===== src/rtl/sub_halt_ctrl.sv =====
// Main-side sub-CPU halt/cancel controller for $FD05: halt FSM, cancel pulse, BA/BS ack sync.
// Latency: write -> SUBHALTREQn/CANCELn next cycle; raw BA/BS -> ACK 2 cycles; ACK -> SHALTSTn +1 cycle.
// Backpressure: none; writes are always accepted, a cancel write during an active pulse is dropped.
module sub_halt_ctrl #(
    parameter int CANCEL_LEN = 4,
    parameter int TMO_CYCLES = 4096
) (
    input  logic       CLK,
    input  logic       RESETBn,
    input  logic       WFD05,
    input  logic [7:0] MDATA,
    input  logic       SBA,
    input  logic       SBS,
    input  logic       BUSY,
    output logic       SUBHALTREQn,
    output logic       CANCELn,
    output logic       SHALTSTn,
    output logic [7:0] RDATA,
    output logic       HALT_TMO
);

    localparam logic [3:0]  CAN_LEN = 4'(CANCEL_LEN);
    localparam logic [15:0] TMO_LIM = 16'(TMO_CYCLES);

    typedef enum logic [1:0] {
        ST_RUN     = 2'd0,
        ST_REQ     = 2'd1,
        ST_HALTED  = 2'd2,
        ST_RELEASE = 2'd3
    } state_t;

    state_t      state_q, state_d;
    logic [1:0]  ba_sync_q, ba_sync_d;
    logic [1:0]  bs_sync_q, bs_sync_d;
    logic [15:0] tmo_cnt_q, tmo_cnt_d;
    logic        tmo_q, tmo_d;
    logic        pend_q, pend_d;
    logic [3:0]  can_cnt_q, can_cnt_d;
    logic        subhaltreq_n_q, subhaltreq_n_d;
    logic        shaltst_n_q, shaltst_n_d;
    logic        cancel_n_q, cancel_n_d;
    logic        ack;
    logic        pend_nx;

    assign ack = ba_sync_q[1] & bs_sync_q[1];

    always_comb begin
        ba_sync_d = {ba_sync_q[0], SBA};
        bs_sync_d = {bs_sync_q[0], SBS};
        state_d   = state_q;
        tmo_cnt_d = tmo_cnt_q;
        pend_d    = pend_q;
        pend_nx   = WFD05 ? MDATA[7] : pend_q;

        unique case (state_q)
            ST_RUN: begin
                if (WFD05 && MDATA[7]) begin
                    state_d   = ST_REQ;
                    tmo_cnt_d = '0;
                end
            end
            ST_REQ: begin
                if (tmo_cnt_q != TMO_LIM) tmo_cnt_d = tmo_cnt_q + 16'd1;
                // Any write this cycle outranks an ACK change.
                if (WFD05) begin
                    if (!MDATA[7]) state_d = ST_RELEASE;
                end else if (ack) begin
                    state_d = ST_HALTED;
                end
            end
            ST_HALTED: begin
                if (WFD05 && !MDATA[7]) state_d = ST_RELEASE;
                else if (!ack)          state_d = ST_REQ;
            end
            ST_RELEASE: begin
                pend_d = pend_nx;
                if (!ack) begin
                    pend_d  = 1'b0;
                    state_d = pend_nx ? ST_REQ : ST_RUN;
                    if (pend_nx) tmo_cnt_d = '0;
                end
            end
            default: state_d = ST_RUN;
        endcase

        tmo_d          = tmo_q | ((state_q == ST_REQ) && (tmo_cnt_d == TMO_LIM));
        subhaltreq_n_d = !((state_d == ST_REQ) || (state_d == ST_HALTED));
        shaltst_n_d    = (state_d != ST_HALTED);

        if (can_cnt_q != 4'd0)          can_cnt_d = can_cnt_q - 4'd1;
        else if (WFD05 && MDATA[6])     can_cnt_d = CAN_LEN;
        else                            can_cnt_d = 4'd0;
        cancel_n_d = (can_cnt_d == 4'd0);
    end

    always_ff @(posedge CLK or negedge RESETBn) begin
        if (!RESETBn) begin
            state_q        <= ST_RUN;
            ba_sync_q      <= 2'b00;
            bs_sync_q      <= 2'b00;
            tmo_cnt_q      <= '0;
            tmo_q          <= 1'b0;
            pend_q         <= 1'b0;
            can_cnt_q      <= 4'd0;
            subhaltreq_n_q <= 1'b1;
            shaltst_n_q    <= 1'b1;
            cancel_n_q     <= 1'b1;
        end else begin
            state_q        <= state_d;
            ba_sync_q      <= ba_sync_d;
            bs_sync_q      <= bs_sync_d;
            tmo_cnt_q      <= tmo_cnt_d;
            tmo_q          <= tmo_d;
            pend_q         <= pend_d;
            can_cnt_q      <= can_cnt_d;
            subhaltreq_n_q <= subhaltreq_n_d;
            shaltst_n_q    <= shaltst_n_d;
            cancel_n_q     <= cancel_n_d;
        end
    end

    assign SUBHALTREQn = subhaltreq_n_q;
    assign SHALTSTn    = shaltst_n_q;
    assign CANCELn     = cancel_n_q;
    assign HALT_TMO    = tmo_q;
    assign RDATA       = {BUSY, 6'b111111, tmo_q};

endmodule


===== config.mk =====
export PLATFORM = sky130hd
export DESIGN_NAME = sub_halt_ctrl
export DESIGN_NICKNAME = d
export VERILOG_FILES = /design/src/rtl/sub_halt_ctrl.sv
export SDC_FILE = /design/constraint.sdc
export NUM_CORES = 1
export LEC_CHECK = 0
export BUFFER_PORTS_ARGS = -buffer_cell sky130_fd_sc_hd__clkbuf_2
export CAP_MARGIN = 20
export CELL_PAD_IN_SITES_DETAIL_PLACEMENT = 1
export CELL_PAD_IN_SITES_GLOBAL_PLACEMENT = 1
export CORE_ASPECT_RATIO = 1.75
export CORE_MARGIN = 1
export CORE_UTILIZATION = 39
export CTS_CLUSTER_DIAMETER = 50
export DETAILED_ROUTE_END_ITERATION = 16
export HOLD_SLACK_MARGIN = 0.12
export PLACE_DENSITY = 0.79
export SYNTH_ARGS = -nofsm -noshare
export SYNTH_HDL_FRONTEND = slang
export SYNTH_SLANG_ARGS = --single-unit

===== constraint.sdc =====
create_clock -name CLK -period 2 [get_ports CLK]
set_clock_uncertainty 0.05 [all_clocks]
set_input_delay 0.1 -clock CLK [delete_from_list [all_inputs] [get_ports CLK]]
set_output_delay 0.1 -clock CLK [all_outputs]
set_load 0.01 [all_outputs]

==> metrics.yaml, run 1 <==
io_buffers: 11
synth_cells: 203
period_needed_ns: 2.196
wirelength_um: 7085
rsz0062_at_grt: "yes"
antenna_found_initial: 0
vias: 1957
cpPeakStageDelay_ns: 0.43
dominantRegCellSynth: "dfrtp_1"
crit_type: "reg2reg"
synth.avg_cell_area_sq_um: 9.338
ir_worst_vdd_mv: 0.6870
track_usage_pct: 31.54
fmax_mhz: 455.4
clockBufferDepth: 2
areaGrowthSynthToFinish_pct: 38.48
area.sequential_sq_um: 787.0
n_antenna_cell: 0
critPathTopFamily: "compound AO/OA/AOI/OAI gates"
nets: 281
clock_latency_ns: 0.30
status: "finished with violations"
grt_start_max_net_pins: 32
cp.required_ns: 2.14
hold_path_class: "in2out"
powerDensity_nw_per_um2: 1199
crit_arrival_ns: 2.34
post-synth-top-count-cell: "dfrtp_1"
syn_area_sq_um: 1896
grt_pass1_vias: 2089
cp-end-kind: "register"
crit_buf_inv: 2
die_area_sq_um: 5154
cp_common_cell: "buf_4"
maxCapViolCount: 0
path_cells: "buf_4, and3_2, buf_4, nand3_1, o221ai_1, o31ai_1, nand4bb_1, o41ai_2"
core_sq_um: 4666
clk_pin_slew_worst_paths_ns: 0.07
finalHoldViolCount: 0
cts_tree: "yes"
root_buffer: "clkbuf_8"
yosysTopAreaCell: "dfrtp_1"
setup-violations-final: 1
wire_per_inst_um: 22.35
power_mw: 3.148
num_rows: 33
synth-async-reset-ratio_pct: 100.0
tightest_slew_ns: 0.8030
synthTopCellsByCount: "28 x dfrtp_1, 17 x o21ai_0, 14 x nand2_1"
drcViolationCount: 0
violations: "setup timing"
pin_count: 26
cts_buffers: 5
period_share_pct: 109.8
ys_ff_latch: 31
start_kind: "register"
finalWeightedCongestion: 0.8818
drtIter0Drc: 67
maxSlewHeadroom_pct: 46.47
multi_input_area_sq_um: 1091
fill_cells: 541
gr-total-overflow: 0
drive_gt1_share_pct: 44.15
synth_top_area_share_pct: 36.96
slew_viol_final: 0
ys_seq_area_share_pct: 41.12
ys_top_cells_by_area: "dfrtp_1 37%, o21ai_0 4.5%, dfstp_2 4.2%"
fin_ws_ns: -0.1960
total_leakage_power_nw: 1.180
ys_warn_count: 0
slowest_stage: "dfrtp_1"
start_util_pct: 40.63
setup-tns-final_ns: -0.1960
synth_edf_count: 0
viasPerCell: 6.174
ys_types: 54
cts.sinks: 31
drtAntennaViolNets: 0
die_h_um: 94.23
htreeDepth: 2
cp_max_fo: 4
grt_pass1_wl_um: 11210
dr.pass1.iters: 4
hpwl_um: 4412
die_w_um: 54.70
registers in the layout, summed over array words and instances, names as in the netlist, 2 cells and up:
register	count
ba_sync_q	2
bs_sync_q	2
can_cnt_q	4
state_q	2
tmo_cnt_q	16
metrics by stage:
step / util [%] / cells / area (sq um) / worst slack (ns) / hold slack [ns]
CTS: 56.13 / 317 / 2619 / -0.02364 / 0.1501
detailed placement: 47.55 / 294 / 2218 / -0.2314 / 0.1501
floorplan: - / 208 / 1917 / 0.01626 / -0.2456
global route: 56.26 / 317 / 2625 / -0.2646 / 0.1500
finish: 56.26 / 317 / 2625 / -0.1960 / 0.1500
global placement: 47.55 / 294 / 2218 / -0.1061 / 0.1501
routing by layer:
metal | share of wire, % | wire length [um] | global-route usage [%] | up-vias
met5 | 0 | 0 | 0 | -
met4 | 6.3 | 443 | 19.87 | 0
met3 | 3.3 | 234 | 5.502 | 37
met2 | 55 | 3903 | 53.31 | 66
met1 | 35 | 2503 | 33.91 | 998
li1 | - | - | - | 856
worst reg2reg max path, stage by stage (launching register included):
cell and delay, ns:
dfrtp_1 0.43, buf_4 0.14, and3_2 0.23, buf_4 0.14, nand3_1 0.14, o221ai_1 0.23, o31ai_1 0.17, nand4bb_1 0.24
o41ai_2 0.32
what timing repair did:
action / in CTS / in global routing
gates resized for setup: 36 / 4
cloned: 0 / 0
hold endpoints to repair: 32 / 0
setup endpoints to repair: 2 / 5
buffers inserted: 11 / 0
pin swaps: 13 / 3
hold buffers: 4 / 0
final timing paths:
kind                       cells after the start  slack (ns)          from       endpoint
setup / recovery                               8       -0.20  tmo_cnt_q[4]       HALT_TMO
hold / removal                                 0        0.15          BUSY       RDATA[7]
setup reg to reg                               8       -0.20  tmo_cnt_q[4]       HALT_TMO
hold reg to reg                                0        0.30  bs_sync_q[0]   bs_sync_q[1]
max in group asynchronous                      2        0.97       RESETBn   tmo_cnt_q[5]
min in group asynchronous                      2        0.37       RESETBn  tmo_cnt_q[12]
cell usage in the layout, fill, tap and decap left out, types with 3 or more instances in the layout:
cell type,count
buf_4,56
dfrtp_1,22
o21ai_0,14
nand2_1,13
nor2_1,11
clkbuf_2,11
inv_1,10
a21oi_1,10
a31oi_1,7
nand4_1,6
nand3_1,6
conb_1,6
clkbuf_8,6
dfrtp_2,6
o31ai_1,4
nor4_4,4
dlygate4sd3_1,4
dfstp_2,3
o21ai_1,3
nor3_1,3
report_power, final:
group	total [mW]	internal, mW	switching, mW
registers	0.936	0.781	0.155
clock network	0.660	0.403	0.257
logic	1.55	0.717	0.835
total	3.15	1.90	1.25
cells by family after synthesis:
group | share of synthesized area (%)
compound gates | 22.11
other cells | 0.1978
buf+inv | 10.50
fa+ha+maj | 2.508
flops | 41.12
xor+xnor | 0.9243
mux | 0.7259
simple gates | 21.91
cell type report:
class | instances | area share, %
Tap cell | 52 | 2.479
Inverter | 10 | 1.430
Multi-Input combinational cell | 144 | 41.56
Clock inverter | 2 | 1.335
Timing Repair Buffer | 72 | 20.07
Sequential cell | 31 | 29.98
Clock buffer | 6 | 3.146
Power figures use the tool's default switching activity.
==> inputs of run 2 (changes only) <==
--- a/config.mk
+++ b/config.mk
@@ -7,7 +7,7 @@
 export LEC_CHECK = 0
 export BUFFER_PORTS_ARGS = -buffer_cell sky130_fd_sc_hd__clkbuf_2
 export CAP_MARGIN = 20
-export CELL_PAD_IN_SITES_DETAIL_PLACEMENT = 1
+export CELL_PAD_IN_SITES_DETAIL_PLACEMENT = 0
 export CELL_PAD_IN_SITES_GLOBAL_PLACEMENT = 1
 export CORE_ASPECT_RATIO = 1.75
 export CORE_MARGIN = 1
==> run 2 against run 1 <==
Effect of this change: the flow still finishes with violations (setup timing); design area is 1.4% higher; clock-buffer cell count unchanged; maximum frequency increased by 5.6%; first-iteration DRC count is 15% lower; hold slack is the same; sequential share of layout area is 0.55 points lower; highest routed layer unchanged.
==> metrics.yaml, run 2 (same netlist as run 1, synthesis figures left out) <==
period_share_pct: 103.9  # -5.9 points
areaGrowthSynthToFinish_pct: 40.40
clock_latency_ns: 0.28  # -0.02 ns
slew_viol_final: 0  # unchanged
track_usage_pct: 23.60  # -7.9 points
powerDensity_nw_per_um2: 1163  # -3.0%
die_h_um: 94.23  # unchanged
hold_path_class: "in2out"
crit_arrival_ns: 2.22  # -0.12 ns
drive_gt1_share_pct: 42.86  # -1.3 points
drtIter0Drc: 57  # -15%
setup-violations-final: 2  # +1
top_register: "tmo_cnt_q"
io_buffers: 11  # unchanged
multi_input_area_sq_um: 1109  # +1.6%
ir_worst_vdd_mv: 0.9875  # +44%
start_util_pct: 40.63  # unchanged
largest_register_ffs: 16  # unchanged
dp_cells: 294  # unchanged
reg_top3: "tmo_cnt_q: 16 flops, can_cnt_q: 4 flops"
grtUsageMet3_pct: 2.751  # -2.8 points
die_w_um: 54.70  # unchanged
final_cells: 318  # +0.32%
place_area_sq_um: 2218  # unchanged
pin_count: 26  # unchanged
grt-busiest-layer: "met2"
crit_type: "reg2reg"
final_cell_mix: "53 x buf_4, 25 x dfrtp_1, 17 x o21ai_0"
finalWeightedCongestion: 0.8818  # unchanged
fill_cells: 413  # -24%
maxCapViolCount: 0  # unchanged
antenna_found_initial: 0  # unchanged
viasPerCell: 5.770  # -6.5%
tightest_slew_ns: 0.8085  # +0.005544 ns
maxSlewHeadroom_pct: 46.10  # -0.37 points
final_common_cell: "buf_4"
vias: 1835  # -6.2%
finalHoldViolCount: 0  # unchanged
met2_usage_pct: 41.16  # -12 points
num_rows: 33  # unchanged
grt_pass1_wl_um: 8549  # -24%
grtUsageMet1_pct: 24.80  # -9.1 points
cp_max_fo: 4  # unchanged
design_area_sq_um: 2661  # +1.4%
holdWs_ns: 0.1500  # unchanged
cp.required_ns: 2.14  # about the same
cts.sinks: 31  # unchanged
dr.pass1.iters: 4  # unchanged
fmax_mhz: 481.0  # +5.6%
grt_start_max_net_pins: 32  # unchanged
start_kind: "register"
period_needed_ns: 2.079  # -0.1171 ns
gr-total-overflow: 0  # unchanged
cp-end-kind: "register"
cts_tree: "yes"
grt_pass1_vias: 1814  # -13%
status: "finished with violations"
htreeDepth: 2  # unchanged
core_sq_um: 4666  # unchanged
root_buffer: "clkbuf_8"
area.sequential_sq_um: 783.3  # -0.48%
clk_pin_slew_worst_paths_ns: 0.07  # about the same
total_leakage_power_nw: 1.206  # +2.2%
wirelength_um: 5457  # -23%
nets: 282  # +0.36%
n_antenna_cell: 0  # unchanged
wire_per_inst_um: 17.16  # -23%
fin_ws_ns: -0.07889  # +0.1171 ns
rsz0062_at_grt: "yes"
hpwl_um: 3745  # -15%
cts_buffers: 5  # unchanged
clockBufferDepth: 2  # unchanged
drcViolationCount: 0  # unchanged
die_area_sq_um: 5154  # unchanged
drtAntennaViolNets: 0  # unchanged
violations: "setup timing"
==> run 2: repair_timing <==
action | 4_1_cts | 5_1_grt
endpoints found under the hold margin | 32 | 0
pin swaps | 15 | 4
endpoints found under the setup margin | 1 | 3
setup buffers | 13 | 0
resized for setup | 33 | 6
hold buffers | 4 | 0
gates cloned | 0 | 0
==> run 2: path summary, 6_finish.rpt <==
kind / start / to / slack (ns) / depth (start not counted)
worst max-delay path: tmo_cnt_q[1] / HALT_TMO / -0.08 / 8
worst min-delay path: BUSY / RDATA[7] / 0.15 / 0
worst max register to register: tmo_cnt_q[1] / HALT_TMO / -0.08 / 8
worst min register to register: ba_sync_q[0] / ba_sync_q[1] / 0.30 / 0
max in group asynchronous: RESETBn / tmo_cnt_q[7] / 0.94 / 2
min in group asynchronous: RESETBn / tmo_cnt_q[12] / 0.39 / 2
==> run 2: metrics by stage <==
step / utilization (%) / setup TNS (ns) / setup slack (ns) / power (mW)
after floorplan: - / 0 / 0.01626 / 1.704
after global placement: 47.55 / -0.1061 / -0.1061 / 2.183
after detailed placement: 47.55 / -0.1162 / -0.1162 / 2.190
final: 57.04 / -0.09493 / -0.07889 / 3.095
after global routing: 57.04 / -0.2330 / -0.1592 / 3.255
after CTS: 56.45 / 0 / 0.004393 / 3.045
==> run 2: cell type report <==
| class | instances | area share [%] |
|---|---|---|
| clock buffer | 6 | 3.103 |
| clock inverter | 2 | 1.316 |
| inverter | 10 | 1.410 |
| multi-input combinational | 144 | 41.65 |
| sequential | 31 | 29.43 |
| tap | 52 | 2.445 |
| timing repair buffer | 73 | 20.64 |
==> run 2: where the power goes <==
part / switching, mW / internal, mW / leakage [nW]
logic: 0.782 / 0.760 / 0.755
clock network: 0.233 / 0.403 / 0.0612
registers: 0.139 / 0.778 / 0.391
==> run 2: per-layer routing <==
| metal | part of all wire [%] | wire length (um) |
|---|---|---|
| met5 | 0 | 0 |
| met1 | 36 | 1951 |
| met3 | 2.7 | 149 |
| met4 | 6.4 | 348 |
| met2 | 55 | 3008 |
==> run 2: worst max-delay path, cell delays in order (launching register included) <==
cell,delay (ns)
dfrtp_1,0.42
buf_4,0.14
buf_4,0.11
and4_4,0.24
a21o_2,0.14
a31oi_2,0.12
nor4b_2,0.32
nand4bb_1,0.22
o41ai_2,0.23
==> inputs of run 3 (changes only) <==
--- a/config.mk
+++ b/config.mk
@@ -11,11 +11,11 @@
 export CELL_PAD_IN_SITES_GLOBAL_PLACEMENT = 1
 export CORE_ASPECT_RATIO = 1.75
 export CORE_MARGIN = 1
-export CORE_UTILIZATION = 39
+export CORE_UTILIZATION = 44
 export CTS_CLUSTER_DIAMETER = 50
 export DETAILED_ROUTE_END_ITERATION = 16
 export HOLD_SLACK_MARGIN = 0.12
-export PLACE_DENSITY = 0.79
+export PLACE_DENSITY = 0.84
 export SYNTH_ARGS = -nofsm -noshare
 export SYNTH_HDL_FRONTEND = slang
 export SYNTH_SLANG_ARGS = --single-unit
==> constraint.sdc (replaced) <==
create_clock -name CLK -period 2.27 [get_ports CLK]
set_clock_uncertainty 0.05 [all_clocks]
set_input_delay 0.1135 -clock CLK [delete_from_list [all_inputs] [get_ports CLK]]
set_output_delay 0.1135 -clock CLK [all_outputs]
set_load 0.01 [all_outputs]
==> run 3 against run 2 <==
Effect of this change: the run now ends clean; first-iteration DRC count grew 5.3%; sequential share of layout area grew 5.1 points; clock power shrank 11%; maximum frequency shrank 5.8%; design area shrank 15%; sequential cell count is the same; critical path depth shrank 2; combinational power shrank 35%; global-route usage shrank 0.71 points; die area shrank 11%; total power shrank 24%.
==> metrics.yaml, run 3 (same netlist as run 1, synthesis figures left out) <==
setup-tns-final_ns: 0  # +0.09493 ns
io_buffers: 11  # unchanged
drive_gt1_share_pct: 29.31  # -14 points
grt-busiest-layer: "met2"
cp-end-kind: "register"
die_w_um: 51.62  # -5.6%
fill_cells: 380  # -8.0%
final_common_cell: "dfrtp_1"
start_kind: "register"
antenna_found_initial: 0  # unchanged
design_area_sq_um: 2260  # -15%
tightest_slew_ns: 0.7892  # -0.01932 ns
cts_tree: "yes"
period_share_pct: 97.24  # -6.7 points
final_util_pct: 54.45  # -2.6 points
finalHoldViolCount: 0  # unchanged
r2r-end: "HALT_TMO"
swShare_pct: 37.43  # +0.13 points
period_needed_ns: 2.207  # +0.1285 ns
nets: 248  # -12%
r2r_setup_slack_ns: 0.06  # +0.14 ns
wirelength_um: 4535  # -17%
dr.pass1.iters: 4  # unchanged
reg_top3: "tmo_cnt_q: 16 flops, can_cnt_q: 4 flops"
viasPerCell: 5.972  # +3.5%
maxSlewHeadroom_pct: 47.39  # +1.3 points
die_area_sq_um: 4585  # -11%
rr_startpoint: "tmo_cnt_q[4]"
slew_viol_final: 0  # unchanged
n_antenna_cell: 0  # unchanged
internal_power_mw: 1.468  # -24%
hpwl_um: 3236  # -14%
hold_end: "RDATA[7]"
track_usage_pct: 22.88  # -0.71 points
p_clk_share_pct: 24.1  # +3.6 points
ir_worst_vdd_mv: 0.5992  # -39%
status: "completed"
powerDensity_nw_per_um2: 1039  # -11%
multi_input_area_sq_um: 988.4  # -11%
htreeDepth: 2  # unchanged
place_area_sq_um: 2042  # -8.0%
holdCritStartpoint: "BUSY"
wire_per_inst_um: 16.14  # -6.0%
drtIter0Drc: 60  # +5.3%
grtUsageMet3_pct: 3.093  # +0.34 points
holdWs_ns: 0.1770  # +0.02700 ns
grt_pass1_vias: 1618  # -11%
clk_pin_slew_worst_paths_ns: 0.07  # about the same
clock_latency_ns: 0.29  # about the same
hold_path_class: "in2out"
fmax_mhz: 453.0  # -5.8%
cp_max_fo: 7  # +3
grt_start_max_net_pins: 32  # unchanged
p_switching_uw: 878.5  # -24%
start_util_pct: 45.67  # +5.0 points
final_cell_mix: "28 x dfrtp_1, 24 x buf_4, 17 x o21ai_0"
vias: 1678  # -8.6%
areaGrowthSynthToFinish_pct: 19.21
top_register: "tmo_cnt_q"
met2_usage_pct: 40.26  # -0.90 points
finalWeightedCongestion: 0.8942  # +1.4%
grt_pass1_wl_um: 7521  # -12%
largest_register_ffs: 16  # unchanged
reg2reg_depth: 6  # -2
seqPwrFrac_pct: 33.3  # +3.7 points
cts_buffers: 5  # unchanged
cp.required_ns: 2.41  # +0.27 ns
path_cells: "nor4_1, a41oi_1, a211oi_2, nor4b_2, nand4bb_1, o41ai_2"
pin_count: 26  # unchanged
root_buffer: "clkbuf_8"
core_sq_um: 4150  # -11%
cts.sinks: 31  # unchanged
drtAntennaViolNets: 0  # unchanged
clockBufferDepth: 2  # unchanged
power.combinational.fraction_pct: 42.6  # -7.2 points
gr-total-overflow: 0  # unchanged
hold_depth: 0  # unchanged
crit_type: "reg2reg"
drcViolationCount: 0  # unchanged
total_leakage_power_nw: 0.9951  # -18%
maxCapViolCount: 0  # unchanged
cpPeakStageDelay_ns: 0.48  # +0.06 ns
setup-violations-final: 0  # -2
crit_arrival_ns: 2.35  # +0.13 ns
die_h_um: 88.83  # -5.7%
grtUsageMet1_pct: 24.32  # -0.47 points
area.sequential_sq_um: 779.5  # -0.48%
slowest_stage: "dfrtp_1"
num_rows: 31  # -6.1%
==> run 3: cell types whose count changed in the layout (fill, tap and decap cells not counted), sizes merged <==
cell	change
buf	-34
==> run 3: layer usage <==
| layer | share of wire, % | up-vias |
|---|---|---|
| met4 | 4.8 | 0 |
| met5 | 0 | - |
| met3 | 2.8 | 18 |
| met1 | 36 | 823 |
| li1 | - | 790 |
| met2 | 57 | 47 |
==> run 3: critical path: cells and delay by family (launching register included) <==
| family | cells | cell delay [ns] |
|---|---|---|
| AOI/OAI and AO/OA | 3 | 0.72 |
| DFF | 1 | 0.48 |
| and+or+nand+nor | 3 | 0.85 |
==> run 3: per-stage QoR <==
| step | setup slack (ns) | cells | total power [mW] |
|---|---|---|---|
| after floorplan | 0.2550 | 208 | 1.496 |
| after global placement | 0.1242 | 268 | 1.733 |
| after detailed placement | 0.06292 | 268 | 1.747 |
| after CTS | 0.03285 | 280 | 2.325 |
| after global routing | -0.1698 | 281 | 2.510 |
| final | 0.06260 | 281 | 2.347 |
==> run 3: layout make-up <==
cell class                 count  share of cell area [%]
clock buffer                   6                   3.654
tap                           49                   2.713
clock inverter                 2                   1.550
inverter                      10                   1.661
sequential                    31                   34.50
timing repair buffer          39                   12.18
multi-input combinational    144                   43.74
==> run 3: worst max path at each step <==
stage | start | endpoint | slack (ns)
4_1_cts | tmo_cnt_q[0] | HALT_TMO | 0.03
2_1_floorplan | tmo_cnt_q[0] | HALT_TMO | 0.26
5_1_grt | tmo_cnt_q[4] | HALT_TMO | -0.17
6_report | tmo_cnt_q[4] | HALT_TMO | 0.06
3_5_place_dp | tmo_cnt_q[0] | HALT_TMO | 0.06
3_3_place_gp | tmo_cnt_q[0] | HALT_TMO | 0.12
==> run 3: timing repair <==
item	CTS	global route
setup buffers	0	1
endpoints found under the hold margin	32	0
hold buffers	4	0
gates resized for setup	0	10
endpoints found under the setup margin	0	1
==> run 3: power by group through the flow <==
stage / logic, mW / clock network (mW) / registers [mW]
6_report: 1.00 / 0.565 / 0.782
5_1_grt: 1.11 / 0.602 / 0.800
4_1_cts: 0.967 / 0.578 / 0.780
3_5_place_dp: 0.958 / 0 / 0.789
3_3_place_gp: 0.946 / 0 / 0.787
2_1_floorplan: 0.723 / 0 / 0.773
